## src/rtl/tt16_pkg.sv

```systemverilog
// Shared constants for the 4-bit async FIFO and its UART read-side consumer.
package tt16_pkg;

  localparam int D_WIDTH = 4;
  localparam int A_WIDTH = 4;

  localparam logic [2:0] ST_IDLE    = 3'd0;
  localparam logic [2:0] ST_POP_LO  = 3'd1;
  localparam logic [2:0] ST_WAIT_HI = 3'd2;
  localparam logic [2:0] ST_POP_HI  = 3'd3;
  localparam logic [2:0] ST_START   = 3'd4;
  localparam logic [2:0] ST_DATA    = 3'd5;
  localparam logic [2:0] ST_STOP    = 3'd6;

  typedef enum logic [2:0] {
    IDLE    = ST_IDLE,
    POP_LO  = ST_POP_LO,
    WAIT_HI = ST_WAIT_HI,
    POP_HI  = ST_POP_HI,
    START   = ST_START,
    DATA    = ST_DATA,
    STOP    = ST_STOP
  } state_e;

  localparam logic UART_IDLE_LEVEL = 1'b1;

endpackage

```

## src/rtl/fifo_uart_tx_baud_gen.sv

```systemverilog
// Bit-period timer: reload on load_i, one-cycle bit_done_o on the last cycle of the period.
module baud_gen #(
  parameter int CLK_PER_BIT = 16
) (
  input  logic clk,
  input  logic rst_n,
  input  logic load_i,
  output logic bit_done_o
);

  localparam int CW = $clog2(CLK_PER_BIT);
  localparam logic [CW-1:0] RELOAD = CW'(CLK_PER_BIT - 1);

  logic [CW-1:0] cnt_q, cnt_d;
  logic          active_q, active_d;

  always_comb begin
    cnt_d    = cnt_q;
    active_d = active_q;
    if (load_i) begin
      cnt_d    = RELOAD;
      active_d = 1'b1;
    end else if (active_q) begin
      if (cnt_q == '0) begin
        active_d = 1'b0;
      end else begin
        cnt_d = cnt_q - CW'(1);
      end
    end
  end

  always_ff @(posedge clk or negedge rst_n) begin
    if (!rst_n) begin
      cnt_q    <= '0;
      active_q <= 1'b0;
    end else begin
      cnt_q    <= cnt_d;
      active_q <= active_d;
    end
  end

  assign bit_done_o = active_q && (cnt_q == '0);

endmodule

```

## src/rtl/fifo_uart_tx.sv

```systemverilog
// Pops nibble pairs (low first) from a show-ahead FIFO and sends each byte as a UART 8N1 frame.
//  state   | meaning
//  IDLE    | waiting for the low nibble
//  POP_LO  | rinc high, FIFO pops low nibble
//  WAIT_HI | waiting for the high nibble (may park here indefinitely)
//  POP_HI  | rinc high, byte assembled
//  START   | start bit on tx
//  DATA    | 8 data bits, LSB first
//  STOP    | stop bit, byte_cnt bumps on exit
module fifo_uart_tx #(
  parameter int D_WIDTH     = tt16_pkg::D_WIDTH,
  parameter int CLK_PER_BIT = 16
) (
  input  logic               clk,
  input  logic               rst_n,
  input  logic               empty,
  input  logic [D_WIDTH-1:0] rdata,
  output logic               rinc,
  output logic               tx,
  output logic               busy,
  output logic [7:0]         byte_cnt
);
  import tt16_pkg::*;

  state_e                   state_q, state_d;
  logic [D_WIDTH-1:0]       lo_q, lo_d;
  logic [D_WIDTH-1:0]       hi_q, hi_d;
  logic [2*D_WIDTH-1:0]     shift_q, shift_d;
  logic [2:0]               bit_idx_q, bit_idx_d;
  logic [7:0]               byte_cnt_q, byte_cnt_d;
  logic                     rinc_q, rinc_d;
  logic                     tx_q, tx_d;
  logic                     busy_q, busy_d;
  logic                     baud_load;
  logic                     bit_done;

  baud_gen #(
    .CLK_PER_BIT(CLK_PER_BIT)
  ) u_baud_gen (
    .clk       (clk),
    .rst_n     (rst_n),
    .load_i    (baud_load),
    .bit_done_o(bit_done)
  );

  always_comb begin
    state_d    = state_q;
    lo_d       = lo_q;
    hi_d       = hi_q;
    shift_d    = shift_q;
    bit_idx_d  = bit_idx_q;
    byte_cnt_d = byte_cnt_q;
    rinc_d     = 1'b0;
    tx_d       = tx_q;
    baud_load  = 1'b0;

    unique case (state_q)
      IDLE: begin
        tx_d = UART_IDLE_LEVEL;
        if (!empty) begin
          lo_d    = rdata;
          rinc_d  = 1'b1;
          state_d = POP_LO;
        end
      end
      POP_LO: begin
        state_d = WAIT_HI;
      end
      WAIT_HI: begin
        // empty here already reflects the pop issued in POP_LO
        if (!empty) begin
          hi_d    = rdata;
          rinc_d  = 1'b1;
          state_d = POP_HI;
        end
      end
      POP_HI: begin
        shift_d   = {hi_q, lo_q};
        tx_d      = 1'b0;
        baud_load = 1'b1;
        state_d   = START;
      end
      START: begin
        if (bit_done) begin
          tx_d      = shift_q[0];
          bit_idx_d = 3'd0;
          baud_load = 1'b1;
          state_d   = DATA;
        end
      end
      DATA: begin
        if (bit_done) begin
          baud_load = 1'b1;
          if (bit_idx_q == 3'd7) begin
            tx_d    = UART_IDLE_LEVEL;
            state_d = STOP;
          end else begin
            bit_idx_d = bit_idx_q + 3'd1;
            shift_d   = shift_q >> 1;
            tx_d      = shift_q[1];
          end
        end
      end
      STOP: begin
        if (bit_done) begin
          byte_cnt_d = byte_cnt_q + 8'd1;
          state_d    = IDLE;
        end
      end
      default: begin
        tx_d    = UART_IDLE_LEVEL;
        state_d = IDLE;
      end
    endcase

    busy_d = (state_d != IDLE);
  end

  always_ff @(posedge clk or negedge rst_n) begin
    if (!rst_n) begin
      state_q    <= IDLE;
      lo_q       <= '0;
      hi_q       <= '0;
      shift_q    <= '0;
      bit_idx_q  <= '0;
      byte_cnt_q <= '0;
      rinc_q     <= 1'b0;
      tx_q       <= UART_IDLE_LEVEL;
      busy_q     <= 1'b0;
    end else begin
      state_q    <= state_d;
      lo_q       <= lo_d;
      hi_q       <= hi_d;
      shift_q    <= shift_d;
      bit_idx_q  <= bit_idx_d;
      byte_cnt_q <= byte_cnt_d;
      rinc_q     <= rinc_d;
      tx_q       <= tx_d;
      busy_q     <= busy_d;
    end
  end

  assign rinc     = rinc_q;
  assign tx       = tx_q;
  assign busy     = busy_q;
  assign byte_cnt = byte_cnt_q;

endmodule
```

## config.mk

```make
export PLATFORM = sky130hd
export DESIGN_NAME = fifo_uart_tx
export DESIGN_NICKNAME = d
export VERILOG_FILES = /design/src/rtl/tt16_pkg.sv /design/src/rtl/fifo_uart_tx_baud_gen.sv /design/src/rtl/fifo_uart_tx.sv
export SDC_FILE = /design/constraint.sdc
export NUM_CORES = 1
export LEC_CHECK = 0
export ABC_CLOCK_PERIOD_IN_PS = 1700
export CORE_UTILIZATION = 50
export CTS_CLUSTER_SIZE = 28
export DETAILED_ROUTE_END_ITERATION = 8
export PLACE_DENSITY = 0.74
export SYNTH_ARGS = -nofsm -noshare
export SYNTH_HDL_FRONTEND = slang
export SYNTH_SLANG_ARGS = --single-unit
```

## constraint.sdc

```tcl
create_clock -name clk -period 1.7 [get_ports clk]
set_input_delay 0.255 -clock clk [delete_from_list [all_inputs] [get_ports clk]]
set_output_delay 0.255 -clock clk [all_outputs]
set_load 0.02 [all_outputs]
```

---- Word-level counts from Yosys, hierarchy flattened ----
Index checks and enable logic that the tools add are counted.
word-level totals
  register bits ........................... 38
  input bits .............................. 7
  output and inout port bits .............. 11
  word-level logic and storage cells ...... 72
operators by class
  add/subtract/negate cells ............... 3
  equal/unequal tests ..................... 11
  mux-type cells .......................... 28
  bitwise operators ....................... 2
  reductions and logical operators ........ 17
operator list
  cell                 count
  $mux 3               9
  $pmux 3 s7           1
  $mux 8               2
  $pmux 8 s2           1
  $eq 3x3->1 const B   4
  $mux 4               3
  $mux 1               9
  $add 8x1->8 const B  1
  $ne 2x2->1 const B   4
  $reduce_and 2->1     4
  $eq 3x2->1 const B   2
  $pmux 3 s2           1
  $reduce_and 3->1     2
  $reduce_bool 2->1    3
  $logic_not 4->1      1
  $pmux 1 s4           1
  $reduce_and 4->1     1
  $reduce_or 2->1      2
  $sub 4x1->4 const B  1
  $add 3x1->3 const B  1
  $eq 3x1->1 const B   1
  $logic_not 3->1      1
  $reduce_bool 3->1    1
  $reduce_or 3->1      1
  3 further kinds      4

---- Depth between registers and ports, before layout ----
Gate-level depths: netlist (run 1).
  word-level depth ........................ 6
  depth in mapped cells ................... 6
  gate-level depth less buffers ........... 5

---- Hierarchy ----
Synthesis (run 1) repeated with hierarchy kept, for this count alone.
second synthesis, totals
  cells, all modules ...................... 154
  area total of the unflattened synthesis .. 1854.3 um2
by module, submodules not included
  module        instances  cells an instance  area each (um2)  sequential area each (um2)
  fifo_uart_tx  1          130                1600.3           827.0
  baud_gen      1          24                 254.0            125.1

---- Worst setup path before layout (run 1) ----
No wires, ideal clock.
  kind .................................... register -> register
  from .................................... reg bit_idx_q[0]
  to ...................................... reg shift_q[7]
  setup time .............................. 0.136 ns
  arrival time ............................ 1.586 ns
  required time ........................... 1.564 ns
  slack ................................... -0.022 ns
  cell stages (with the launch flop) ...... 7
  buffers on the path ..................... 1
  period minus slack after synthesis ...... 1.722 ns
  cells stage by stage .................... dfrtp_1 ha_1 ha_1 clkbuf_1 nand4bb_1 a22oi_4 o22ai_1
between the ends
  cells in the longest elaborated chain, start to end .. 3
ends and longest elaborated chain
  what                               line                 source
  start: declaration                 fifo_uart_tx.sv:29   logic [2:0] bit_idx_q, bit_idx_d;
  start signal: assignment           fifo_uart_tx.sv:135  bit_idx_q <= bit_idx_d;
  $eq 3x3->1                         fifo_uart_tx.sv:94   if (bit_idx_q == 3'd7) begin
  $ne 2x2->1 (no source line)        --
  $reduce_and 3->1 (no source line)  --
  end signal: assignment             fifo_uart_tx.sv:134  shift_q <= shift_d;
  end: declaration                   fifo_uart_tx.sv:28   logic [2*D_WIDTH-1:0] shift_q, shift_d;
No other way between the ends.
A chain may end at the register's enable or synchronous reset.

---- Worst setup path after layout (run 1) ----
  from .................................... reg bit_idx_q[0]
  to ...................................... reg shift_q[2]
Same word-level chain as after synthesis.

==> results.sh, run 1 <==
export IMPL_outcome="finished, final reports clean"
export IMPL_clock_path_buffers=2
export IMPL_p_per_area_nw_per_um2=1610
export IMPL_multiInputGateArea_um2=996
export IMPL_clock_root_buffer="clkbuf_8"
export IMPL_dp_slack_ns=-0.0137
export IMPL_dp_hpwl_um=2840
export IMPL_final_cell_mix="dfrtp_1 (35), clkdlybuf4s50_1 (15), buf_4 (12), nand2b_1 (11), nand2_1 (10)"
export IMPL_synthTopCellsByArea="dfrtp_1 (48%), mux2_2 (4.7%), nand2b_1 (3.6%)"
export IMPL_synth_edf_count=0
export IMPL_drive_gt1_frac=0.260
export IMPL_h_tree_depth=2
export IMPL_r2r_setup_slack_ns=0.04
export IMPL_p_leak_uw=0.00105
export IMPL_synth_top_area_share=0.478
export IMPL_comb_power_share=0.410
export IMPL_num_vias=1506
export IMPL_fp_dieArea_um2=4130
export IMPL_synthFlopType="dfrtp_1"
export IMPL_instances_no_fill=252
export IMPL_clk_latency_ns=0.30
export IMPL_ys_warnings_count=0
export IMPL_ant_nets=0
export IMPL_tightest_slew_ns=0.416
export IMPL_use_met1=0.281
export IMPL_clock_sinks=38
export IMPL_drt_initial_drc_count=58
export IMPL_drt_wl_total_um=4130
export IMPL_yosysSeqAreaShare=0.492
export IMPL_switching_share=0.354
export IMPL_die_w_um=64.2
export IMPL_avgRoutedWirePerCell_um=16.4
export IMPL_setup_ws_ns=0.0399
export IMPL_timing_fmax_ghz=0.602
export IMPL_grt_max_degree=22
export IMPL_maxSlewViolCount=0
export IMPL_drc=0
export IMPL_synth_largest_area_cell="dfrtp_1"
export IMPL_placed_cells=240
export IMPL_finalClockSkew_ns=0.00742
export IMPL_grtUsageTotal=0.217
export IMPL_netlist_area_um2=1940
export IMPL_finalCritPeriodShare=0.977
export IMPL_area_growth_pct=28.3
export IMPL_firstDrtPassIters=4
export IMPL_antenna_cells=0
export IMPL_met2_usage=0.346
export IMPL_setup_viol=0
export IMPL_synth_cells=173
export IMPL_ir_worst_vdd_uv=880
export IMPL_drv_cap=0
export IMPL_cp_start_kind="flop"
export IMPL_post_route_cell_area_um2=2480
export IMPL_antenna_found_initial=0
export IMPL_overflow=0
export IMPL_end_kind="flop"
export IMPL_vias_per_cell=5.98
export IMPL_whs_ns=0.424
export IMPL_hp_class="in2async"
export IMPL_finalHoldViolations=0
export IMPL_relSlewSlack=0.722
export IMPL_place_area_um2=2220
export IMPL_met3_usage=0.0518
export IMPL_crit_type="reg2reg"
export IMPL_grt_busiest_layer="met2"
export IMPL_cts_tree="done"
export IMPL_crit_required_ns=1.92
export IMPL_path_clk_slew_ns=0.07
export IMPL_rr_worst_depth=6
export IMPL_place_gp_congestion=0.801
export IMPL_io_pins=18
export IMPL_critPathArrivalTime_ns=1.88
export IMPL_coreArea_um2=3690
export IMPL_max_stage_delay_ns=0.42
export IMPL_crit_slowest_cell="dfrtp_1"
export IMPL_switchingPower_uw=1420
export IMPL_worstPathMaxFanout=7
export IMPL_pwr_share_seq=0.404
export IMPL_ff_latch_area_um2=955
export IMPL_fin_nets=215
export IMPL_synth_nets=185
export IMPL_grt_pass1_wl_um=6820
export IMPL_portBuffers=17
export IMPL_cp_cell_sequence="ha_2 > ha_2 > nand4bb_4 > a22oi_4 > buf_12 > a2bb2oi_1"
export IMPL_grt_pass1_vias=1425
export IMPL_cp_common_cell="ha_2"
export IMPL_initial_core_util=0.525
export IMPL_layout_commonest_cell="dfrtp_1"
export IMPL_syn_area_per_cell_um2=11.2
export IMPL_ys_seq_elements=38
export IMPL_rows=22
export IMPL_synthDistinctLibCells=47
export IMPL_nFillCells=285
export IMPL_synthArstFlopShare=1.00
export IMPL_clock_power_share=0.186
export IMPL_numCtsBuffers=5
export IMPL_intPower_uw=2590
export IMPL_fin_crit_ns=1.66
export IMPL_die_height_um=64.2
layer usage:
| layer | wire, um | vias up |
|---|---|---|
| met5 | 0 | - |
| met4 | 64 | 0 |
| met3 | 175 | 8 |
| met2 | 2090 | 34 |
| met1 | 1800 | 765 |
| li1 | - | 699 |
cell families (layout without fill, tap and decap cells):
group,count (synthesis),in the layout,share of synthesized area
and+or+nand+nor,58,58,0.193
DFF,38,38,0.492
buffers and inverters,16,47,0.0407
AOI/OAI and AO/OA,39,39,0.154
xor gates and xnor gates,7,7,0.0317
adders and majority gates,5,5,0.0323
muxes,10,10,0.0568
cell type report:
| type | instances | area share |
|---|---|---|
| Sequential cell | 38 | 0.384 |
| Multi-Input combinational cell | 119 | 0.401 |
| Clock buffer | 7 | 0.0307 |
| Clock inverter | 1 | 0.0121 |
| Timing Repair Buffer | 34 | 0.140 |
| Tap cell | 48 | 0.0242 |
| Inverter | 5 | 0.00755 |
sequential cells by signal, indices dropped and copies added, names as in the netlist, 3 cells and up:
register          flops
byte_cnt              8
shift_q               8
hi_q                  4
lo_q                  4
u_baud_gen.cnt_q      4
bit_idx_q             3
state_q               3
Yosys cell counts (2+ instances only):
cell,number
nor3_1,5
nand2b_1,11
a21oi_1,6
mux2i_1,2
nand4bb_1,2
nand2_1,10
buf_2,2
nand3b_1,3
o311ai_1,2
nand4_1,2
a2bb2oi_1,7
ha_1,5
and3_1,2
o32ai_1,7
inv_1,5
nor4_1,2
o21ai_0,7
nor4b_1,2
xor2_1,7
nor2_1,3
clkbuf_1,4
mux2_2,8
dfrtp_1,37
nand3_1,6
buf_4,4
metrics by stage:
step	power (uW)	TNS (ns)	util
after floorplan	2550	0	-
after global routing	4250	-0.0340	0.674
after CTS	3800	-0.0353	0.639
after global placement	2930	0	0.603
after detailed placement	3020	-0.0246	0.603
final	4010	0	0.674
critical path, delay by kind of cell, from the launching register on:
kind,cells,cell delay [ns]
flip-flops,1,0.42
AND/OR/NAND/NOR,1,0.24
adder cells (fa/ha/maj),2,0.38
AO/OA/AOI/OAI,2,0.39
buffers and inverters,1,0.15
worst paths after layout:
kind | startpoint | to
max | bit_idx_q[0] | shift_q[2]
min | rst_n | shift_q[7]
max reg2reg | bit_idx_q[0] | shift_q[2]
min reg2reg | byte_cnt[7] | byte_cnt[7]
max in group asynchronous | rst_n | tx
min in group clk | byte_cnt[7] | byte_cnt[7]
power by group through the flow:
| stage | clock, uW | combinational, uW | sequential, uW |
|---|---|---|---|
| after floorplan | 0 | 1070 | 1470 |
| after global placement | 0 | 1360 | 1570 |
| after detailed placement | 0 | 1430 | 1600 |
| after CTS | 763 | 1450 | 1600 |
| after global routing | 792 | 1790 | 1670 |
| final | 748 | 1640 | 1620 |
repair_timing:
| action | in CTS | in global routing |
|---|---|---|
| gates cloned | 0 | 1 |
| buffers inserted | 0 | 2 |
| hold endpoints to repair | 17 | 0 |
| hold buffers | 1 | 0 |
| setup endpoints to repair | 7 | 16 |
| pin swaps | 1 | 1 |
| gates resized for setup | 3 | 14 |
No activity file was read; power rests on OpenSTA's default activity.
==> inputs of run 2 (changes only) <==
SKIP_LAST_GASP = 1   (was not set)
==> results of run 2 <==
Final layout, timing and power as in run 1 (identical DEF).
==> inputs of run 3 (changes only) <==
ABC_CLOCK_PERIOD_IN_PS = not set   (was 1700)
CORE_UTILIZATION = 51   (was 50)
PLACE_DENSITY = 0.75   (was 0.74)
==> run 3 against run 2 <==
The run now ends with hold timing left. Fmax is 0.11% lower. First-iteration DRC count is 29% higher. Register-to-register slack hardly changed. Largest power group is now sequential cells.
==> results.sh, run 3 (synthesis gave the netlist of run 1 again) <==
export IMPL_outcome="finished with violations"
export IMPL_violations="hold timing"
export IMPL_h_tree_depth=2
export IMPL_dp_hpwl_um=2700
export IMPL_rsz0062_at_grt="true"
export IMPL_avgRoutedWirePerCell_um=15.8
export IMPL_die_height_um=63.6
export IMPL_drc=0
export IMPL_crit_slowest_cell="dfrtp_1"
export IMPL_maxSlewViolCount=0
export IMPL_ir_worst_vdd_uv=855
export IMPL_place_gp_congestion=0.843
export IMPL_cp_cell_sequence="ha_1 > ha_1 > nand4bb_4 > a22oi_4 > a2bb2oi_1"
export IMPL_firstDrtPassIters=4
export IMPL_initial_core_util=0.529
export IMPL_fin_util=0.636
export IMPL_grt_max_degree=39
export IMPL_finalCritPeriodShare=0.978
export IMPL_hp_class="in2async"
export IMPL_clock_sinks=38
export IMPL_cts_tree="done"
export IMPL_layout_commonest_cell="dfrtp_1"
export IMPL_numCtsBuffers=5
export IMPL_intPower_uw=2320
export IMPL_route_met3_wl_um=130
export IMPL_cp_start_kind="flop"
export IMPL_crit_required_ns=1.90
export IMPL_rows=22
export IMPL_timing_fmax_ghz=0.602
export IMPL_dp_slack_ns=0.0185
export IMPL_setup_tns_final_ns=0
export IMPL_r2r_setup_slack_ns=0.04
export IMPL_ant_nets=0
export IMPL_crit_type="reg2reg"
export IMPL_comb_power_share=0.397
export IMPL_crit_family="compound AO/OA/AOI/OAI gates"
export IMPL_p_per_area_nw_per_um2=1560
export IMPL_clock_power_share=0.172
export IMPL_clock_root_buffer="clkbuf_8"
export IMPL_coreArea_um2=3660
export IMPL_portBuffers=17
export IMPL_wl_met1_um=1700
export IMPL_final_cell_mix="dfrtp_1 (35), clkdlybuf4s50_1 (15), nand2b_1 (11), buf_4 (11), nand2_1 (10)"
export IMPL_drt_wl_total_um=3880
export IMPL_r2r_start="bit_idx_q[1]"
export IMPL_relSlewSlack=0.679
export IMPL_pwr_share_seq=0.431
export IMPL_fp_dieArea_um2=4050
export IMPL_setup_ws_ns=0.0381
export IMPL_grt_pass1_vias=1496
export IMPL_fin_crit_ns=1.66
export IMPL_drv_cap=0
export IMPL_switching_share=0.363
export IMPL_critPathArrivalTime_ns=1.87
export IMPL_antenna_found_initial=0
export IMPL_fin_nets=209
export IMPL_r2r_end="shift_q[2]"
export IMPL_rr_worst_depth=5
export IMPL_grt_pass1_wl_um=6700
export IMPL_critPathBufInv=0
export IMPL_antenna_cells=0
export IMPL_overflow=0
export IMPL_switchingPower_uw=1320
export IMPL_worstPathMaxFanout=8
export IMPL_num_vias=1451
export IMPL_area_growth_pct=20.3
export IMPL_whs_ns=-0.00204
export IMPL_setup_viol=0
export IMPL_die_w_um=63.6
export IMPL_clk_latency_ns=0.29
export IMPL_cts_hold_buf=0
export IMPL_drive_gt1_frac=0.212
export IMPL_tightest_slew_ns=0.482
export IMPL_drt_initial_drc_count=75
export IMPL_io_pins=18
export IMPL_met2_length_um=1970
export IMPL_end_kind="flop"
export IMPL_clock_path_buffers=2
export IMPL_path_clk_slew_ns=0.08
export IMPL_max_stage_delay_ns=0.41
export IMPL_vias_per_cell=5.90
export IMPL_finalClockSkew_ns=0.00920
export IMPL_top_layer="met4"
export IMPL_finalHoldViolations=3
export IMPL_grtUsageTotal=0.213
export IMPL_p_leak_uw=0.00100
export IMPL_cp_common_cell="ha_1"
run 3: cell count changes in the layout (fill, tap and decap cells not counted), moves of 2 or more:
cell and change:
buf_12 -3, a2bb2oi_2 -4, ha_1 +2, a2bb2oi_1 +4
ha_2 -2
run 3: worst register-to-register path, stage by stage, from the launching register on:
cell and delay [ns]:
dfrtp_1 0.41, ha_1 0.19, ha_1 0.22, nand4bb_4 0.26, a22oi_4 0.30, a2bb2oi_1 0.20
run 3: area by class of cell:
type,count,area (um^2)
Clock buffer,7,86.3
Clock inverter,1,5.00
Fill cell,277,1330
Inverter,5,18.8
Multi-Input combinational cell,119,958
Sequential cell,38,955
Tap cell,48,60.1
Timing Repair Buffer,28,246
run 3: power by group through the flow:
stage	combinational (uW)	sequential, uW	clock, uW
after global placement	1320	1550	0
after CTS	1420	1560	642
after floorplan	1070	1470	0
final	1450	1570	628
after detailed placement	1390	1570	0
after global routing	1590	1620	687
run 3: repair_timing:
| action | CTS | global route |
|---|---|---|
| endpoints found under the setup margin | 6 | 12 |
| endpoints found under the hold margin | 0 | 0 |
| gates resized for setup | 2 | 8 |
| pin swaps | 1 | 1 |
| setup buffers | 0 | 0 |
run 3: worst max-delay path by stage:
stage | startpoint | end | slack (ns) | depth (start not counted)
2_1_floorplan | bit_idx_q[0] | shift_q[7] | 0.002 | 6
3_5_place_dp | bit_idx_q[1] | shift_q[2] | 0.02 | 5
3_3_place_gp | u_baud_gen.cnt_q[0] | byte_cnt[7] | 0.08 | 6
4_1_cts | bit_idx_q[1] | shift_q[2] | 0.003 | 5
5_1_grt | bit_idx_q[1] | shift_q[2] | -0.06 | 5
6_report | bit_idx_q[1] | shift_q[2] | 0.04 | 5
run 3: through the flow:
stage / instances / total power, uW / instance area, um^2 / hold slack (ns)
2_1_floorplan: 173 / 2550 / 1940 / -0.0406
3_3_place_gp: 238 / 2870 / 2180 / 0.323
3_5_place_dp: 238 / 2960 / 2180 / 0.328
4_1_cts: 246 / 3620 / 2290 / 0.0177
5_1_grt: 246 / 3900 / 2330 / 0.0398
6_report: 246 / 3650 / 2330 / -0.00204
run 3: layer usage:
layer / track usage / up-vias
met2: 0.366 / 29
met3: 0.0453 / 7
met5: 0 / -
met1: 0.263 / 730
li1: - / 685
met4: 0.0767 / 0
